--- config.mk ---
export PLATFORM = sky130hd
export DESIGN_NAME = tree_accum
export DESIGN_NICKNAME = d
export VERILOG_FILES = /design/src/rtl/tree_accum.sv
export SDC_FILE = /design/constraint.sdc
export NUM_CORES = 1
export LEC_CHECK = 0
export CORE_ASPECT_RATIO = 2
export CORE_MARGIN = 8
export CORE_UTILIZATION = 56
export DETAILED_ROUTE_END_ITERATION = 7
export PLACE_DENSITY_LB_ADDON = 0.2
export SYNTH_ARGS = -nofsm -noshare
export SYNTH_HDL_FRONTEND = slang
export SYNTH_SLANG_ARGS = --single-unit
--- constraint.sdc ---
create_clock -name clk -period 3.7 [get_ports clk]
set_input_delay 1.11 -clock clk [delete_from_list [all_inputs] [get_ports clk]]
set_output_delay 1.11 -clock clk [all_outputs]
set_load 0.01 [all_outputs]
--- src/rtl/tree_accum.sv ---
// tree_accum: sums frame_len adder-tree results per job, tracking launches with a
// latency-matched tag pipeline; sticky overflow on accumulator wrap.
module tree_accum #(
    parameter int DW    = 32,
    parameter int LAT   = 6,
    parameter int ACC_W = 48,
    parameter int LEN_W = 16
) (
    input  logic             clk,
    input  logic             rst_n,
    input  logic             start,
    input  logic [LEN_W-1:0] frame_len,
    input  logic             launch,
    output logic             launch_ready,
    input  logic [DW-1:0]    tree_sum,
    output logic [ACC_W-1:0] out_data,
    output logic             out_valid,
    input  logic             out_ready,
    output logic             busy,
    output logic             overflow
);
    localparam logic [1:0] S_IDLE  = 2'd0;
    localparam logic [1:0] S_ACCUM = 2'd1;
    localparam logic [1:0] S_DONE  = 2'd2;

    logic             rstn_meta_q, rstn_sync_q;
    logic [1:0]       state_q, state_d;
    logic [LEN_W-1:0] len_q, len_d, issued_q, issued_d, received_q, received_d, received_inc;
    logic [ACC_W-1:0] acc_q, acc_d;
    logic             ovf_q, ovf_d, take;
    logic [LAT-1:0]   tag_q;
    logic [ACC_W:0]   sum_w;

    // reset asserts immediately, releases two edges after rst_n rises
    always_ff @(posedge clk or negedge rst_n) begin
        if (!rst_n) {rstn_sync_q, rstn_meta_q} <= 2'b00;
        else        {rstn_sync_q, rstn_meta_q} <= {rstn_meta_q, 1'b1};
    end

    assign launch_ready = (state_q == S_ACCUM) && (issued_q < len_q);
    assign take         = launch && launch_ready;
    assign received_inc = received_q + 1'b1;
    assign sum_w        = {1'b0, acc_q} + {{(ACC_W + 1 - DW){1'b0}}, tree_sum};
    assign out_valid    = state_q == S_DONE;
    assign out_data     = acc_q;
    assign busy         = state_q != S_IDLE;
    assign overflow     = ovf_q;

    always_comb begin
        state_d    = state_q;
        len_d      = len_q;
        issued_d   = issued_q;
        received_d = received_q;
        acc_d      = acc_q;
        ovf_d      = ovf_q;
        if (state_q == S_IDLE && start) begin
            len_d      = frame_len;
            issued_d   = '0;
            received_d = '0;
            acc_d      = '0;
            ovf_d      = 1'b0;
            state_d    = (frame_len == '0) ? S_DONE : S_ACCUM;
        end
        if (state_q == S_ACCUM) begin
            if (take) issued_d = issued_q + 1'b1;
            if (tag_q[LAT-1]) begin
                acc_d      = sum_w[ACC_W-1:0];
                ovf_d      = ovf_q | sum_w[ACC_W];
                received_d = received_inc;
                if (received_inc == len_q) state_d = S_DONE;
            end
        end
        if (state_q == S_DONE && out_ready) state_d = S_IDLE;
    end

    always_ff @(posedge clk or negedge rstn_sync_q) begin
        if (!rstn_sync_q) begin
            state_q    <= S_IDLE;
            len_q      <= '0;
            issued_q   <= '0;
            received_q <= '0;
            acc_q      <= '0;
            ovf_q      <= 1'b0;
            tag_q      <= '0;
        end else begin
            state_q    <= state_d;
            len_q      <= len_d;
            issued_q   <= issued_d;
            received_q <= received_d;
            acc_q      <= acc_d;
            ovf_q      <= ovf_d;
            tag_q      <= (tag_q << 1) | LAT'(take);
        end
    end
endmodule

Yosys cells after proc, flatten, opt, wreduce, memory -nomap -nowiden
Cells that the tools add are included.
- register bits: 107
- input bits: 53
- output and inout bits: 52
- word-level logic and storage cells: 43
- add/subtract/negate cells: 3
- magnitude comparators: 1
- eq/ne operators: 3
- muxes and demuxes: 18
- bitwise logic cells: 2
- reduce and logical (&&, ||, !) cells: 7
- operators with widths (kind ; number):
    $mux W48 ; 3
    $mux W16 ; 6
    $add A48 B32 Y49 ; 1
    $add A16 B1 Y16 const B ; 2
    $eq A16 B16 Y1 ; 1
    $logic_not A16 Y1 ; 1
    $lt A16 B16 Y1 ; 1
    $mux W2 ; 6
    $or A6 B1 Y6 ; 1
    $logic_and A1 B1 Y1 ; 4
    $mux W1 ; 3
    $eq A2 B1 Y1 const B ; 1
    $eq A2 B2 Y1 const B ; 1
    $logic_not A2 Y1 ; 1
    $reduce_bool A2 Y1 ; 1
    $or A1 B1 Y1 ; 1

Longest topological paths before layout
- depth in word-level cells: 7
- gate-level depth with buffers: 12

Least setup slack after synthesis
OpenSTA, ideal clock, no wires.
- kind: input-to-reg
- from: input tree_sum[0]
- to: register acc_q[44] (netlist: out_data[44])
- arrival time: 3.547 ns
- slack: 0.058 ns
- cell stages on the path: 12
- path buffers: 1
- cells stage by stage: ha_1 inv_1 fa_1 and2b_2 o2111ai_1 a21o_1 a22o_1 o31a_1 o21ai_2 buf_6 a41oi_2 a311oi_2
- cells in the longest elaborated chain, start to end: 3
- ends and longest elaborated chain (item ; RTL line ; source):
    start: declaration ; 15 ; input logic [DW-1:0] tree_sum,
    $add A48 B32 Y49 ; 43 ; assign sum_w = {1'b0, acc_q} + {{(ACC_W + 1 - DW){1'b0}}, tree_sum};
    $mux W48 ; 66 ; if (tag_q[LAT-1]) begin
    $mux W48 ; 64 ; if (state_q == S_ACCUM) begin
    named net acc_d[44] ; 29 ; logic [ACC_W-1:0] acc_q, acc_d;
    end signal: assignment ; 82 ; acc_q <= '0;
    end signal: assignment ; 90 ; acc_q <= acc_d;
    end: declaration ; 29 ;
The timed path passes the listed nets, and every way through them passes these cells.
A chain may end at the register's enable or synchronous reset.

Worst setup path after layout
- from: input tree_sum[4]
- to: register acc_q[10] (netlist: out_data[10])
The elaborated chain is that of the path after synthesis.

==> flow_summary.toml <==
[setup_path]
rr_worst_depth = 13
critPathLaunchType = "input pin"
critPathKind = "input pin to register"
end_kind = "register"
r2r_start = "out_data[0]$_DFF_PN0_"
required_ns = 3.94
regToRegSetupSlack_ns = 0.68
rr_endpoint = "out_data[34]$_DFF_PN0_"
path_max_fanout = 4
cp.arrival_ns = 3.90

[synthesis]
synth_edf_count = 0
synth_top_cell_area_share_pct = 37.4
async_reset_ff_share_pct = 100
synth_flop_cell = "dfrtp_1"
ys_types = 71
synth_area_leader_cell = "dfrtp_1"
syn_area_um2 = 7170
syn-num-nets = 923
synth_sequential_area_ratio_pct = 37.4
synth-seq-cells = 107
syn_avg_cell_area_um2 = 8.74
ys_top_cells_by_area = "dfrtp_1, ha_1, o21ai_0"
ys.warnings.count = 0
netlist_instances = 820

[worst_hold_path]
hp-class = "register to register"
holdPathEnd = "tag_q[5]$_DFF_PN0_"
hold_path_depth = 0
hold_start = "tag_q[4]$_DFF_PN0_"

[cells_and_area]
nets = 1093
syn_to_final_growth_pct = 30.2
seqCellArea_um2 = 2680
stdcell_area_um2 = 9340
n_antenna_cell = 0
final_common_cell = "dfrtp_1"
layout_common_cells = "dfrtp_1, nand2_1, clkdlybuf4s50_1"
stdcell_count = 1144
final_layout_size_suffix_gt1_share_pct = 14.7
multi_input_area_um2 = 4300
fillerInstances = 915

[sta]
fin_tns_setup_ns = 0
fin_skew_ns = 0.0114
tightest_slew_ns = 1.10
drv_slew = 0
hold-worst-slack_ns = 0.356
setup_violations = 0
final_hold_viol_count = 0
relSlewSlack_pct = 26.7
finalCriticalPeriod_ns = 3.67
layout_setup_ws_ns = 0.0348
period_share_pct = 99.1
fmax_mhz = 273

[floorplan]
core_area_um2 = 12600
start_util_pct = 57.1
die_h_um = 176
rows = 58
ios = 105
dieArea_um2 = 16900
die_x_um = 96

[outcome]
status = "finished clean"

[drt]
vias = 7161
met1Wirelength_um = 7590
firstDrtPassIters = 5
ant_nets = 0
routedWlPerCell_um = 18.9
totalWireLength_um = 21700
drt-initial-drc-count = 397
wl_met3_um = 1060
drcViolationCount = 0
wl_met2_um = 12000
routed.top_layer = "met4"
via_per_inst = 6.26

[clock_network]
hold_buffers = 0
clk_latency_ns = 0.35
cts_buffers = 9
cts_tree = "built"
htreeDepth = 3
clockBufferDepth = 2
clk_pin_slew_ns = 0.08
root_buffer = "clkbuf_16"
clock-sinks = 107

[pwr]
power_density_nw_per_um2 = 732
vdd_ir_drop_max_mv = 0.443
comb_power_share_pct = 57.1
p_sw_share_pct = 41.6
p_int_uw = 3990
clkPwrFrac_pct = 14.4
p_seq_share_pct = 28.5
switchingPower_uw = 2840
p_leak_uw = 0.00431

[global_route]
antenna_found_initial = 0
grt_max_degree = 84
overflow = 0
grt_pass1_wl_um = 35100
grt_pass1_vias = 7513
grt.total_usage_pct = 25.8

[place]
io_buffers = 104
dpl-instance-area_um2 = 8880
gp_congestion = 0.957
dp_cells = 1123
dp_slack_ns = -0.594
hpwl_um = 16100

[flow_run]
drv_cap = 0
repair_timing:
action	4_1_cts	5_1_grt
pin swaps	9	11
setup endpoints to repair	22	15
setup buffers	4	1
gates cloned	1	0
resized for setup	17	10
worst max-delay path, stage by stage:
cell and delay [ns]:
clkdlybuf4s50_1 0.42, ha_1 0.36, a21o_2 0.23, a21oi_1 0.28, buf_4 0.17, a21boi_0 0.11
o21ai_0 0.27, a21oi_1 0.18, o21a_1 0.21, or3_1 0.30, a32o_1 0.26
worst max path at each step:
stage                 from                      to  slack (ns)  cells after the start
4_1_cts        tree_sum[1]  out_data[27]$_DFF_PN0_        0.01                     11
6_report       tree_sum[4]  out_data[10]$_DFF_PN0_        0.03                     11
2_1_floorplan  tree_sum[0]  out_data[44]$_DFF_PN0_        0.06                     12
3_3_place_gp   tree_sum[0]  out_data[46]$_DFF_PN0_       -0.47                     13
5_1_grt        tree_sum[4]  out_data[10]$_DFF_PN0_       -0.05                     11
3_5_place_dp   tree_sum[0]  out_data[28]$_DFF_PN0_       -0.59                     12
routing by layer:
metal	up-vias	track usage, %
met5	-	0
li1	3337	-
met2	290	48.4
met3	84	3.28
met4	0	14.6
met1	3450	25.6
cells by family after synthesis:
family / Yosys count / synth area share [%]
buf+inv: 73 / 4.31
flops: 107 / 37.4
xor+xnor: 46 / 5.62
fa+ha+maj: 50 / 8.83
compound gates: 257 / 24.0
simple gates: 278 / 18.7
mux: 8 / 1.15
other cells: 1 / 0.0523
metrics by stage:
stage                     power, uW  utilization (%)
after floorplan                4040                -
after global placement         5480             70.7
after detailed placement       5640             70.7
after CTS                      6740             73.8
after global routing           7310             74.4
final                          6830             74.4
final cells by class:
| class | instances | area share (%) |
|---|---|---|
| multi-input cells | 641 | 46.0 |
| flip-flops and latches | 107 | 28.7 |
| repair buffers | 193 | 18.5 |
| clock buffers | 9 | 2.41 |
| well taps | 150 | 2.01 |
| inverters | 38 | 1.53 |
| clock inverters | 6 | 0.764 |
state kept, by name (all words and copies together), names as in the netlist:
name / count
state_q: 2
tag_q: 6
len_q: 16
rstn_sync_q: 1
issued_q: 16
overflow: 1
received_q: 16
rstn_meta_q: 1
out_data: 48
power groups by stage:
| stage | registers, uW | logic (uW) | clock network [uW] |
|---|---|---|---|
| floorplan | 1930 | 2110 | 0 |
| global placement | 1940 | 3540 | 0 |
| detailed placement | 1960 | 3690 | 0 |
| CTS | 1940 | 3800 | 999 |
| global route | 2000 | 4260 | 1040 |
| finish | 1950 | 3900 | 986 |
Yosys cell counts, drive strengths merged, types with 27 or more instances:
| cell type | count |
|---|---|
| xnor2 | 28 |
| a21o | 27 |
| dfrtp | 107 |
| o21ai | 89 |
| and3 | 30 |
| inv | 38 |
| ha | 49 |
| clkbuf | 28 |
| a21oi | 41 |
| nand2 | 102 |
| nor2 | 49 |
| nand3 | 33 |
Power figures use the tool's default switching activity.
